### config.mk
export PLATFORM = sky130hd
export DESIGN_NAME = uart_tx_arbiter_flat
export DESIGN_NICKNAME = d
export VERILOG_FILES = /design/src/rtl/uart_tx_arbiter_if.sv /design/src/rtl/uart_tx_arbiter.sv /design/src/flat_wrapper.sv
export SDC_FILE = /design/constraint.sdc
export NUM_CORES = 1
export LEC_CHECK = 0
export BUFFER_PORTS_ARGS = -buffer_cell sky130_fd_sc_hd__buf_2
export CORE_AREA = 2 2 50 52
export CTS_CLUSTER_DIAMETER = 60
export CTS_CLUSTER_SIZE = 40
export DETAILED_ROUTE_END_ITERATION = 7
export DIE_AREA = 0 0 52 54
export PLACE_DENSITY_LB_ADDON = 0.3
export REMOVE_ABC_BUFFERS = 1
export SLEW_MARGIN = 20
export SYNTH_ARGS = -nofsm -noshare
export SYNTH_HDL_FRONTEND = slang
export SYNTH_SLANG_ARGS = --single-unit
### constraint.sdc
create_clock -name clk -period 2.36 [get_ports clk]
set_clock_uncertainty 0.05 [all_clocks]
set_input_delay 0.354 -clock clk [delete_from_list [all_inputs] [get_ports clk]]
set_output_delay 0.354 -clock clk [all_outputs]
set_load 0.005 [all_outputs]
### src/rtl/uart_tx_arbiter_if.sv
// Requester-side and uart_tx-side signals of the shared transmitter arbiter.
// master = environment (requesters + uart_tx), slave = the arbiter itself.
interface uart_tx_arbiter_if #(
  parameter int NUM_REQ = 3
);
  logic [NUM_REQ-1:0]   req;
  logic [NUM_REQ-1:0]   send_in;
  logic [8*NUM_REQ-1:0] data_in;
  logic [NUM_REQ-1:0]   grant;
  logic [NUM_REQ-1:0]   busy_out;
  logic [7:0]           tx_data;
  logic                 tx_send;
  logic                 tx_busy;
  logic                 timeout_flag;

  modport master (
    output req, send_in, data_in, tx_busy,
    input  grant, busy_out, tx_data, tx_send, timeout_flag
  );

  modport slave (
    input  req, send_in, data_in, tx_busy,
    output grant, busy_out, tx_data, tx_send, timeout_flag
  );
endinterface

### src/rtl/uart_tx_arbiter.sv
// Round-robin arbiter sharing one uart_tx among NUM_REQ burst requesters.
// Optional idle-owner timeout with lockout is enabled by defining TX_ARB_TIMEOUT_EN.
module uart_tx_arbiter #(
  parameter int NUM_REQ        = 3,
  parameter int TIMEOUT_CYCLES = 1_000_000
) (
  input  logic              clk,
  input  logic              rst,
  uart_tx_arbiter_if.slave  bus
);
  localparam int IW = (NUM_REQ > 1) ? $clog2(NUM_REQ) : 1;

  typedef enum logic [1:0] {IDLE, GRANT, DRAIN} state_t;

  state_t             state_q, state_d;
  logic [NUM_REQ-1:0] grant_q, grant_d;
  logic [IW-1:0]      owner_q, owner_d;
  logic [IW-1:0]      ptr_q, ptr_d;
  logic [IW-1:0]      winner;
  logic               win_vld;
  logic               sent_q;
  logic               tx_send;
  logic [7:0]         tx_data;
  logic               owner_req, owner_send;
  logic [7:0]         owner_data;
  logic [NUM_REQ-1:0] eligible;
  logic               force_rel;
  int unsigned        idx;

  // Owner's request lines, muxed with constant indices
  always_comb begin
    owner_req  = 1'b0;
    owner_send = 1'b0;
    owner_data = 8'h00;
    for (int i = 0; i < NUM_REQ; i++) begin
      if (owner_q == IW'(i)) begin
        owner_req  = bus.req[i];
        owner_send = bus.send_in[i];
        owner_data = bus.data_in[8*i +: 8];
      end
    end
  end

  // Descending scan so the smallest offset from ptr wins
  always_comb begin
    winner  = '0;
    win_vld = 1'b0;
    idx     = 0;
    for (int k = NUM_REQ-1; k >= 0; k--) begin
      idx = 32'(ptr_q) + 32'(k);
      if (idx >= 32'(NUM_REQ)) idx = idx - 32'(NUM_REQ);
      if (eligible[idx]) begin
        winner  = IW'(idx);
        win_vld = 1'b1;
      end
    end
  end

  always_comb begin
    state_d = state_q;
    grant_d = grant_q;
    owner_d = owner_q;
    ptr_d   = ptr_q;
    tx_send = 1'b0;
    tx_data = 8'h00;
    case (state_q)
      IDLE: begin
        if (win_vld) begin
          state_d         = GRANT;
          grant_d         = '0;
          grant_d[winner] = 1'b1;
          owner_d         = winner;
          ptr_d           = (winner == IW'(NUM_REQ-1)) ? '0 : winner + 1'b1;
        end
      end
      GRANT: begin
        tx_send = owner_req & owner_send & ~bus.tx_busy & ~sent_q;
        tx_data = owner_data;
        if (!owner_req || force_rel) begin
          state_d = DRAIN;
          grant_d = '0;
        end
      end
      DRAIN: begin
        if (!bus.tx_busy && !sent_q) state_d = IDLE;
      end
      default: state_d = IDLE;
    endcase
  end

  always_ff @(posedge clk) begin
    if (rst) begin
      state_q <= IDLE;
      grant_q <= '0;
      owner_q <= '0;
      ptr_q   <= '0;
      sent_q  <= 1'b0;
    end else begin
      state_q <= state_d;
      grant_q <= grant_d;
      owner_q <= owner_d;
      ptr_q   <= ptr_d;
      sent_q  <= tx_send;
    end
  end

`ifdef TX_ARB_TIMEOUT_EN
  localparam int CW = $clog2(TIMEOUT_CYCLES + 1);

  logic [CW-1:0]      cnt_q;
  logic [NUM_REQ-1:0] lockout_q;
  logic               flag_q;
  logic               idle_g;

  assign idle_g    = (state_q == GRANT) & owner_req & ~tx_send & ~bus.tx_busy & ~sent_q;
  assign force_rel = idle_g && (cnt_q == CW'(TIMEOUT_CYCLES - 1));
  assign eligible  = bus.req & ~lockout_q;

  always_ff @(posedge clk) begin
    if (rst) begin
      cnt_q     <= '0;
      lockout_q <= '0;
      flag_q    <= 1'b0;
    end else begin
      if (state_q != GRANT || tx_send || force_rel) cnt_q <= '0;
      else if (idle_g)                              cnt_q <= cnt_q + 1'b1;
      // A low req clears lockout; a forced release in the same cycle wins
      lockout_q <= lockout_q & bus.req;
      if (force_rel) begin
        lockout_q[owner_q] <= 1'b1;
        flag_q             <= 1'b1;
      end
    end
  end

  assign bus.timeout_flag = flag_q;
`else
  logic unused_timeout_cfg;
  assign unused_timeout_cfg = (TIMEOUT_CYCLES != 0);
  assign force_rel          = 1'b0;
  assign eligible           = bus.req;
  assign bus.timeout_flag   = 1'b0;
`endif

  always_comb begin
    for (int i = 0; i < NUM_REQ; i++)
      bus.busy_out[i] = grant_q[i] ? (bus.tx_busy | sent_q) : 1'b1;
  end

  assign bus.grant   = grant_q;
  assign bus.tx_send = tx_send;
  assign bus.tx_data = tx_data;
endmodule

### src/flat_wrapper.sv
// flat-port wrapper written by rule: the top's interface ports become plain ports
module uart_tx_arbiter_flat 
#(
  parameter int NUM_REQ        = 3,
  parameter int TIMEOUT_CYCLES = 1_000_000
)
  (clk, rst, bus_req, bus_send_in, bus_data_in, bus_tx_busy, bus_grant, bus_busy_out, bus_tx_data, bus_tx_send, bus_timeout_flag);
  uart_tx_arbiter_if #(.NUM_REQ(NUM_REQ)) bus_i ();
  input  logic clk;
  input  logic rst;
  input wire logic [$bits(bus_i.req)-1:0] bus_req;
  input wire logic [$bits(bus_i.send_in)-1:0] bus_send_in;
  input wire logic [$bits(bus_i.data_in)-1:0] bus_data_in;
  input wire logic [$bits(bus_i.tx_busy)-1:0] bus_tx_busy;
  output wire logic [$bits(bus_i.grant)-1:0] bus_grant;
  output wire logic [$bits(bus_i.busy_out)-1:0] bus_busy_out;
  output wire logic [$bits(bus_i.tx_data)-1:0] bus_tx_data;
  output wire logic [$bits(bus_i.tx_send)-1:0] bus_tx_send;
  output wire logic [$bits(bus_i.timeout_flag)-1:0] bus_timeout_flag;
  assign bus_i.req = bus_req;
  assign bus_i.send_in = bus_send_in;
  assign bus_i.data_in = bus_data_in;
  assign bus_i.tx_busy = bus_tx_busy;
  assign bus_grant = bus_i.grant;
  assign bus_busy_out = bus_i.busy_out;
  assign bus_tx_data = bus_i.tx_data;
  assign bus_tx_send = bus_i.tx_send;
  assign bus_timeout_flag = bus_i.timeout_flag;
  uart_tx_arbiter #(.NUM_REQ(NUM_REQ), .TIMEOUT_CYCLES(TIMEOUT_CYCLES)) u_core (.clk(clk), .rst(rst), .bus(bus_i));
endmodule
## Yosys cells after proc, flatten, opt, wreduce, memory -nomap -nowiden

Cells that the tools add are included.
W data, S select, Z words.

| storage, ports and cells | value |
|---|---|
| register bits | 10 |
| bits in latches | 0 |
| memory bits (writable) | 0 |
| bits in read-only memories | 0 |
| input port bits | 33 |
| logic and storage cells | 82 |
| memories kept | 0 |

| cells by class | value |
|---|---|
| add/sub/neg operators | 6 |
| multipliers | 0 |
| divide/modulo/power cells | 0 |
| $lt $le $gt $ge | 8 |
| eq/ne operators | 8 |
| shift operators | 0 |
| muxes and demuxes | 39 |
| bitwise gates (word level) | 6 |
| reductions and logical operators | 10 |

Operator list:

| cell | number |
|---|---|
| $lt A32 B3 Y1 const B | 3 |
| $mux W32 | 3 |
| $ge A32 B2 Y1 const B | 2 |
| $sub A32 B2 Y32 const B | 2 |
| $mux W8 | 4 |
| $mux W1 | 17 |
| $mux W2 | 7 |
| $bmux W1 S2 | 3 |
| $eq A2 B2 Y1 const B | 3 |
| $mux W3 | 2 |
| $pmux W2 S3 | 1 |
| $pmux W3 S2 | 1 |
| $reduce_and A3 Y1 | 2 |
| $eq A2 B1 Y1 const B | 2 |
| $logic_not A2 Y1 | 2 |
| $ne A2 B1 Y1 const B | 2 |
| $add A2 B1 Y3 const B | 1 |
| $add A2 B2 Y3 const B | 1 |
| $and A1 B1 Y1 | 3 |
| $lt A2 B3 Y1 const B | 1 |
| $sub A2 B2 Y3 const B | 1 |
| $add A2 B1 Y2 const B | 1 |
| $demux W1 S2 | 1 |
| $ge A2 B1 Y1 const B | 1 |
| other kinds (8) | 11 |

## Logic depth before layout (Yosys ltp)

Gate-level depths: netlist (run 1).

| depth | value |
|---|---|
| depth in word-level cells | 14 |
| gate-level depth with buffers | 8 |
| mapped depth without buffers | 7 |

## Least setup slack after synthesis (run 1)

No wires, ideal clock.

| path | value |
|---|---|
| path type | reg-to-reg |
| start point | reg u_core.ptr_q[0] |
| end point | reg u_core.owner_q[0] |
| setup time | 86 ps |
| arrival | 1848 ps |
| required time | 2224 ps |
| slack | 377 ps |
| cell stages (with the launch flop) | 8 |
| path buffers | 0 |
| cell sequence | dfxtp_1 > inv_1 > ha_1 > a21o_1 > or4b_4 > a21oi_2 > nor3_1 > a211oi_1 |

| between the ends | value |
|---|---|
| word-level cells in the longest chain between the ends | 9 |
| elaborated cells between the ends (all ways) | 24 |
| classes of those cells | 5 x add/sub; 3 x order compare; 15 x mux; 1 x reduce/logical |

RTL lines:

| item | line | text |
|---|---|---|
| from (decl) | uart_tx_arbiter.sv:18 | `logic [IW-1:0] ptr_q, ptr_d;` |
| from (signal assigned) | uart_tx_arbiter.sv:102 | `ptr_q <= ptr_d;` |
| $add A2 B2 Y3 | uart_tx_arbiter.sv:50 | `idx = 32'(ptr_q) + 32'(k);` |
| $sub A32 B2 Y32 / $ge A32 B2 Y1 (equally long branches) | uart_tx_arbiter.sv:51 | `if (idx >= 32'(NUM_REQ)) idx = idx - 32'(NUM_REQ);` |
| $mux W32 | uart_tx_arbiter.sv:51 |  |
| $bmux W1 S2 | uart_tx_arbiter.sv:52 | `if (eligible[idx]) begin` |
| $mux W1 (implied by the code) | uart_tx_arbiter.sv:52 |  |
| $mux W1 (3 in series) | uart_tx_arbiter.sv:52 |  |
| $reduce_and A2 Y1 (no source line) | - |  |
| to (signal assigned) | uart_tx_arbiter.sv:101 | `owner_q <= owner_d;` |
| to (decl) | uart_tx_arbiter.sv:17 | `logic [IW-1:0] owner_q, owner_d;` |

Parallel ways exist; a longest one is shown, timed or not. The select of a mux whose other input is x is not followed.
A chain may end at the register's enable or synchronous reset.

## Worst setup path in the final report (run 1)

| path | value |
|---|---|
| start point | reg u_core.ptr_q[0] |
| end point | reg u_core.ptr_q[1] |

| between the ends | value |
|---|---|
| word-level cells in the longest chain between the ends | 10 |
| elaborated cells between the ends (all ways) | 27 |
| classes of those cells | 6 x add/sub; 3 x order compare; 1 x eq/ne; 16 x mux; 1 x reduce/logical |

RTL lines:

| item | line | text |
|---|---|---|
| $add A2 B2 Y3 | uart_tx_arbiter.sv:50 |  |
| $sub A32 B2 Y32 / $ge A32 B2 Y1 (equally long branches) | uart_tx_arbiter.sv:51 |  |
| $mux W32 | uart_tx_arbiter.sv:51 |  |
| $bmux W1 S2 | uart_tx_arbiter.sv:52 |  |
| $mux W1 (implied by the code) | uart_tx_arbiter.sv:52 |  |
| $mux W2 (3 in series) | uart_tx_arbiter.sv:52 |  |
| $add A2 B1 Y2 / $eq A2 B2 Y1 (equally long branches) | uart_tx_arbiter.sv:73 | `ptr_d = (winner == IW'(NUM_REQ-1)) ? '0 : winner + 1'b1;` |
| $mux W2 | uart_tx_arbiter.sv:73 |  |

Parallel ways exist; a longest one is shown, timed or not. The select of a mux whose other input is x is not followed.

==> results of run 1 <==
-- worst max-delay path, cell delays in order (launching register included) --
cell and delay (ps):
dfxtp_1 380, inv_1 80, ha_1 400, a21o_1 220
a221o_1 320, a22oi_4 260, nor3_1 150, a211oi_1 240
-- cell families (layout without fill, tap and decap cells) --
| family | count (synthesis) | after routing |
|---|---|---|
| and+or+nand+nor | 51 | 51 |
| other | 1 | 1 |
| buffers and inverters | 15 | 60 |
| AOI/OAI and AO/OA | 35 | 35 |
| adders and majority gates | 4 | 4 |
| muxes | 13 | 13 |
| DFF | 10 | 10 |
-- sequential cells by signal, indices dropped and copies added (netlist names) --
signal            count
u_core.state_q        2
u_core.bus.grant      3
u_core.ptr_q          2
u_core.owner_q        2
u_core.sent_q         1
-- path summary, 6_finish.rpt --
path	from	to	slack [ps]
hold / removal	bus_tx_busy	u_core.sent_q	370
setup / recovery	u_core.ptr_q[0]	u_core.ptr_q[1]	180
hold reg to reg	u_core.bus.grant[0]	u_core.bus.grant[0]	440
setup reg to reg	u_core.ptr_q[0]	u_core.ptr_q[1]	180
-- power by group --
part	internal, mW	total (mW)	switching [mW]
Combinational	0.359	0.795	0.436
Sequential	0.221	0.275	0.0532
Clock	0.0585	0.110	0.0512
-- synthesized netlist by cell type, types with 2 or more instances --
| cell | number | area share |
|---|---|---|
| nor2_1 | 21 | 0.081 |
| mux2i_1 | 13 | 0.13 |
| a21oi_1 | 12 | 0.062 |
| dfxtp_1 | 10 | 0.21 |
| nand2b_1 | 9 | 0.058 |
| nand2_1 | 8 | 0.031 |
| inv_1 | 6 | 0.023 |
| nor2b_1 | 5 | 0.032 |
| a211oi_1 | 4 | 0.031 |
| buf_2 | 4 | 0.021 |
| ha_1 | 4 | 0.051 |
| clkbuf_1 | 3 | 0.012 |
| o21ai_0 | 3 | 0.015 |
| nand3_1 | 2 | 0.010 |
| nor3_1 | 2 | 0.010 |
| o22ai_1 | 2 | 0.013 |
| o2bb2ai_1 | 2 | 0.018 |
-- final cells by class --
class                           count  area, sq um  share of cell area
Clock buffer                        3         22.5              0.0180
Inverter                            6         22.5              0.0180
Multi-Input combinational cell    104          703               0.562
Sequential cell                    10          200               0.160
Tap cell                           30         37.5              0.0300
Timing Repair Buffer               51          265               0.212
-- per-stage QoR --
step,power [mW],instances,utilization
global placement,1.04,201,0.530
global route,1.30,204,0.539
floorplan,0.818,120,-
CTS,1.19,204,0.539
finish,1.18,204,0.539
detailed placement,1.07,201,0.530
-- per-layer routing --
metal / track usage / routed length (microns) / vias to the layer above
li1: - / - / 553
met3: 0.0278 / 199 / 0
met2: 0.361 / 1230 / 42
met4: 0.0395 / 0 / 0
met1: 0.210 / 1080 / 496
met5: 0 / 0 / -
-- layout by cell type, fill, tap and decap left out, types with 2 or more instances in the layout --
cell / synthesis / final
buf_2: 4 / 47
nor2_1: 21 / 21
mux2i_1: 13 / 13
a21oi_1: 12 / 12
dfxtp_1: 10 / 10
nand2b_1: 9 / 9
nand2_1: 8 / 8
inv_1: 6 / 6
nor2b_1: 5 / 5
a211oi_1: 4 / 4
ha_1: 4 / 4
buf_4: 1 / 4
o21ai_0: 3 / 3
clkbuf_4: 0 / 3
o2bb2ai_1: 2 / 2
nand3_1: 2 / 2
nor3_1: 2 / 2
o22ai_1: 2 / 2
==> results.toml, run 1 <==
[detailed_routing]
detail_route.vias_per_cell = 5.35
first_pass_iters = 4
drt-initial-drc-count = 19
drcViolationCount = 0
wl_mm = 2.51
vias = 1091
ant_nets = 0
routedWlPerCell_microns = 12.3

[synthesis]
synth_edf_count = 0
syn_area_sq_um = 976
synth_compound_area_frac = 0.274
muxShareOfSynthArea = 0.133
synth_simple_gate_area_frac = 0.258
async_reset_ff_frac = 0
ys_seq_elements = 10
synthCells = 129
synth-main-ff-cell = "dfxtp_1"
yosysSeqAreaShare = 0.205
avgSynthCellArea_sq_um = 7.57
synth_xor_area_frac = 0
synthAdderAreaFrac = 0.0513
synth_top_family_by_area = "compound AO/OA/AOI/OAI gates"
ys.warnings.count = 0
synthDistinctLibCells = 36

[clock_network]
post-cts-setup-buffer-count = 0
htreeDepth = 1
root_buffer = "clkbuf_4"
ctsHoldBuffers = 0
clockBufferDepth = 2
clk_latency_ps = 260
path_clk_slew_ps = 60
cts_tree = "yes"
cts_resized = 0
clkSinkCount = 10
cts_buffers = 3

[power]
p_per_area_nw_per_um2 = 943
cellLeakagePower_nw = 0.555
ir_worst_vdd_uv = 548

[sta]
whs_ps = 373
fmax_mhz = 459
fin_ws_ps = 181
setup_viol = 0
maxSlewViolCount = 0
finalHoldViolations = 0
fin_crit_sh = 0.923
period_needed_ps = 2180
rsz0062_at_grt = "no"
finalSetupTns_ps = 0

[cells_and_area]
nets = 213
areaGrowthSynthToFinish_pct = 28.2
n_antenna_cell = 0
final_design_area_no_fill_sq_um = 1250
layout-drive-gt1-share = 0.345
fillers = 221

[floorplanning]
dieArea_sq_um = 2810
pin_count = 49
core_area_sq_um = 2320
rows = 18
initial_core_util = 0.421
die_x_microns = 52
die_h_microns = 54

[global_routing]
grt_pass1_wl_mm = 3.98
grt_pass1_vias = 945
grt_max_degree = 15
grt_overflow = 0
antenna_found_initial = 0
grtUsageTotal = 0.185

[worst_setup_path]
worst_ep_arrival_time_ps = 2300
critPathLaunchType = "register"
critPathMaxFanout = 8
critPathKind = "register to register"
end_kind = "register"
reg2regPathDepth = 7
timing.critical_path.required_ps = 2480

[placement]
globalplace.congestion = 0.942
post_dp_cell_area_sq_um = 1230
preCtsSetupSlack_ps = 196
portBuffers = 47
post-dp-hpwl_mm = 2.03

[outcome]
outcome = "completed"

[job]
maxCapViolCount = 0

[worst_hold_path]
worstHoldPathCells = 3
hp-class = "primary input to register"
Note: power is estimated with default switching activity, not from simulation.
==> inputs of run 2 (changes only) <==
--- a/config.mk
+++ b/config.mk
@@ -6,11 +6,13 @@
 export NUM_CORES = 1
 export LEC_CHECK = 0
 export BUFFER_PORTS_ARGS = -buffer_cell sky130_fd_sc_hd__buf_2
-export CORE_AREA = 2 2 50 52
+export CELL_PAD_IN_SITES_DETAIL_PLACEMENT = 1
+export CELL_PAD_IN_SITES_GLOBAL_PLACEMENT = 2
+export CORE_AREA = 2 2 69 71
 export CTS_CLUSTER_DIAMETER = 60
-export CTS_CLUSTER_SIZE = 40
+export CTS_CLUSTER_SIZE = 12
 export DETAILED_ROUTE_END_ITERATION = 7
-export DIE_AREA = 0 0 52 54
+export DIE_AREA = 0 0 71 73
 export PLACE_DENSITY_LB_ADDON = 0.3
 export REMOVE_ABC_BUFFERS = 1
 export SLEW_MARGIN = 20
==> run 2 against run 1 <==
Against the previous run:
- power up 11%
- flip-flop and latch count unchanged
- register-to-register slack about the same
- non-clock buffer count unchanged
- count of clock-buffer cells in the layout up 1
- routed wire length up 22%
- highest routed layer is now met4
- sequential share of layout area down 0.83 points
- critical path depth unchanged
- core utilization down 25 points
- setup slack better by 7.3 ps
- cell count up 12%
- design area up 5.5%
==> results.toml, run 2 (synthesized netlist as in run 1, its figures left out) <==
[outcome]
outcome = "completed"

[clock_network]
root_buffer = "clkbuf_8"
cts_buffers = 3
ctsHoldBuffers = 0
post-cts-setup-buffer-count = 0
htreeDepth = 1
clk_latency_ps = 240
clkSinkCount = 10
path_clk_slew_ps = 50
clockBufferDepth = 2
cts_tree = "yes"

[cells_and_area]
nets = 213
final_cell_mix = "47 x buf_2, 21 x nor2_1, 13 x mux2i_1"
layout-drive-gt1-share = 0.354
fin_util = 0.291
areaGrowthSynthToFinish_pct = 35.3
n_antenna_cell = 0
mostFrequentLayoutCell = "buf_2"
largest_reg_flops = 3

[global_routing]
antenna_found_initial = 0
grt_pass1_wl_mm = 5.17
grt_pass1_vias = 1112
grtUsageTotal = 0.122
grt_max_degree = 15
grt_overflow = 0

[sta]
setup_viol = 0
fin_crit_sh = 0.920
finalHoldViolations = 0
rsz0062_at_grt = "no"
fmax_mhz = 461
maxSlewViolCount = 0
period_needed_ps = 2170
finalSetupTns_ps = 0

[worst_setup_path]
critPathKind = "register to register"
worst_ep_arrival_time_ps = 2280
slowest_stage = "or4b_4"
slowest_delay_ps = 520
critPathMaxFanout = 8
path_buf_inv = 1
timing.critical_path.required_ps = 2470
crit_family = "simple AND/OR/NAND/NOR gates"
end_kind = "register"
path_cells = "inv_1 > ha_1 > a21o_1 > or4b_4 > a21oi_2 > nor3_1 > a211oi_1"
critPathLaunchType = "register"

[detailed_routing]
ant_nets = 0
routedWlPerCell_microns = 13.4
first_pass_iters = 4
detail_route.vias_per_cell = 4.80
vias = 1099
drcViolationCount = 0
drt-initial-drc-count = 13
wl_mm = 3.08

[floorplanning]
initial_core_util = 0.215
pin_count = 49
rows = 25
die_h_microns = 73
die_x_microns = 71
dieArea_sq_um = 5180
core_area_sq_um = 4540

[worst_hold_path]
hp-class = "primary input to register"

[placement]
post-dp-hpwl_mm = 2.48
portBuffers = 47
globalplace.congestion = 0.757

[power]
p_per_area_nw_per_um2 = 991
ir_worst_vdd_uv = 338
cellLeakagePower_nw = 0.570

[job]
maxCapViolCount = 0
## run 2: cell types whose count changed in the layout (fill, tap and decap cells not counted), sizes merged
cell | previous run | this run
clkbuf | 3 | 4
## run 2: worst paths after layout
path,from,end,slack [ps],depth (start not counted)
setup reg to reg,u_core.ptr_q[0],u_core.owner_q[0],190,7
hold / removal,bus_tx_busy,u_core.sent_q,380,3
hold reg to reg,u_core.bus.grant[0],u_core.bus.grant[0],440,2
setup / recovery,u_core.ptr_q[0],u_core.owner_q[0],190,7
## run 2: worst register-to-register path: stages (launching register included)
cell	delay (ps)
dfxtp_1	380
inv_1	90
ha_1	410
a21o_1	220
or4b_4	520
a21oi_2	130
nor3_1	90
a211oi_1	210
## run 2: cell type report
class / count / area (sq um)
well taps: 54 / 67.6
fillers: 589 / 3220
flip-flops and latches: 10 / 200
inverters: 6 / 22.5
repair buffers: 51 / 265
multi-input cells: 104 / 709
clock buffers: 4 / 55.1
## run 2: metrics by stage
step / hold WS, ps / instance area [sq um] / power (mW) / cells / worst slack [ps]
final: 384 / 1320 / 1.31 / 229 / 189
after global routing: 408 / 1320 / 1.43 / 229 / 40.1
after CTS: 383 / 1310 / 1.33 / 229 / 138
after detailed placement: 435 / 1260 / 1.10 / 225 / 192
after global placement: 427 / 1260 / 1.08 / 225 / 258
after floorplan: 373 / 926 / 0.818 / 120 / 377
## run 2: where the power goes
group	internal, mW	switching [mW]
combinational	0.360	0.447
sequential	0.222	0.0596
clock	0.147	0.0736
total	0.729	0.580
## run 2: timing repair
action / in CTS / in global routing
resized for setup: 0 / 1
hold endpoints to repair: 0 / 0
endpoints found under the setup margin: 0 / 1
## run 2: metal layers
layer,GRT usage,share of wire
met5,0,0
met4,0.0126,0.0052
met3,0.0345,0.084
met2,0.223,0.47
met1,0.147,0.44
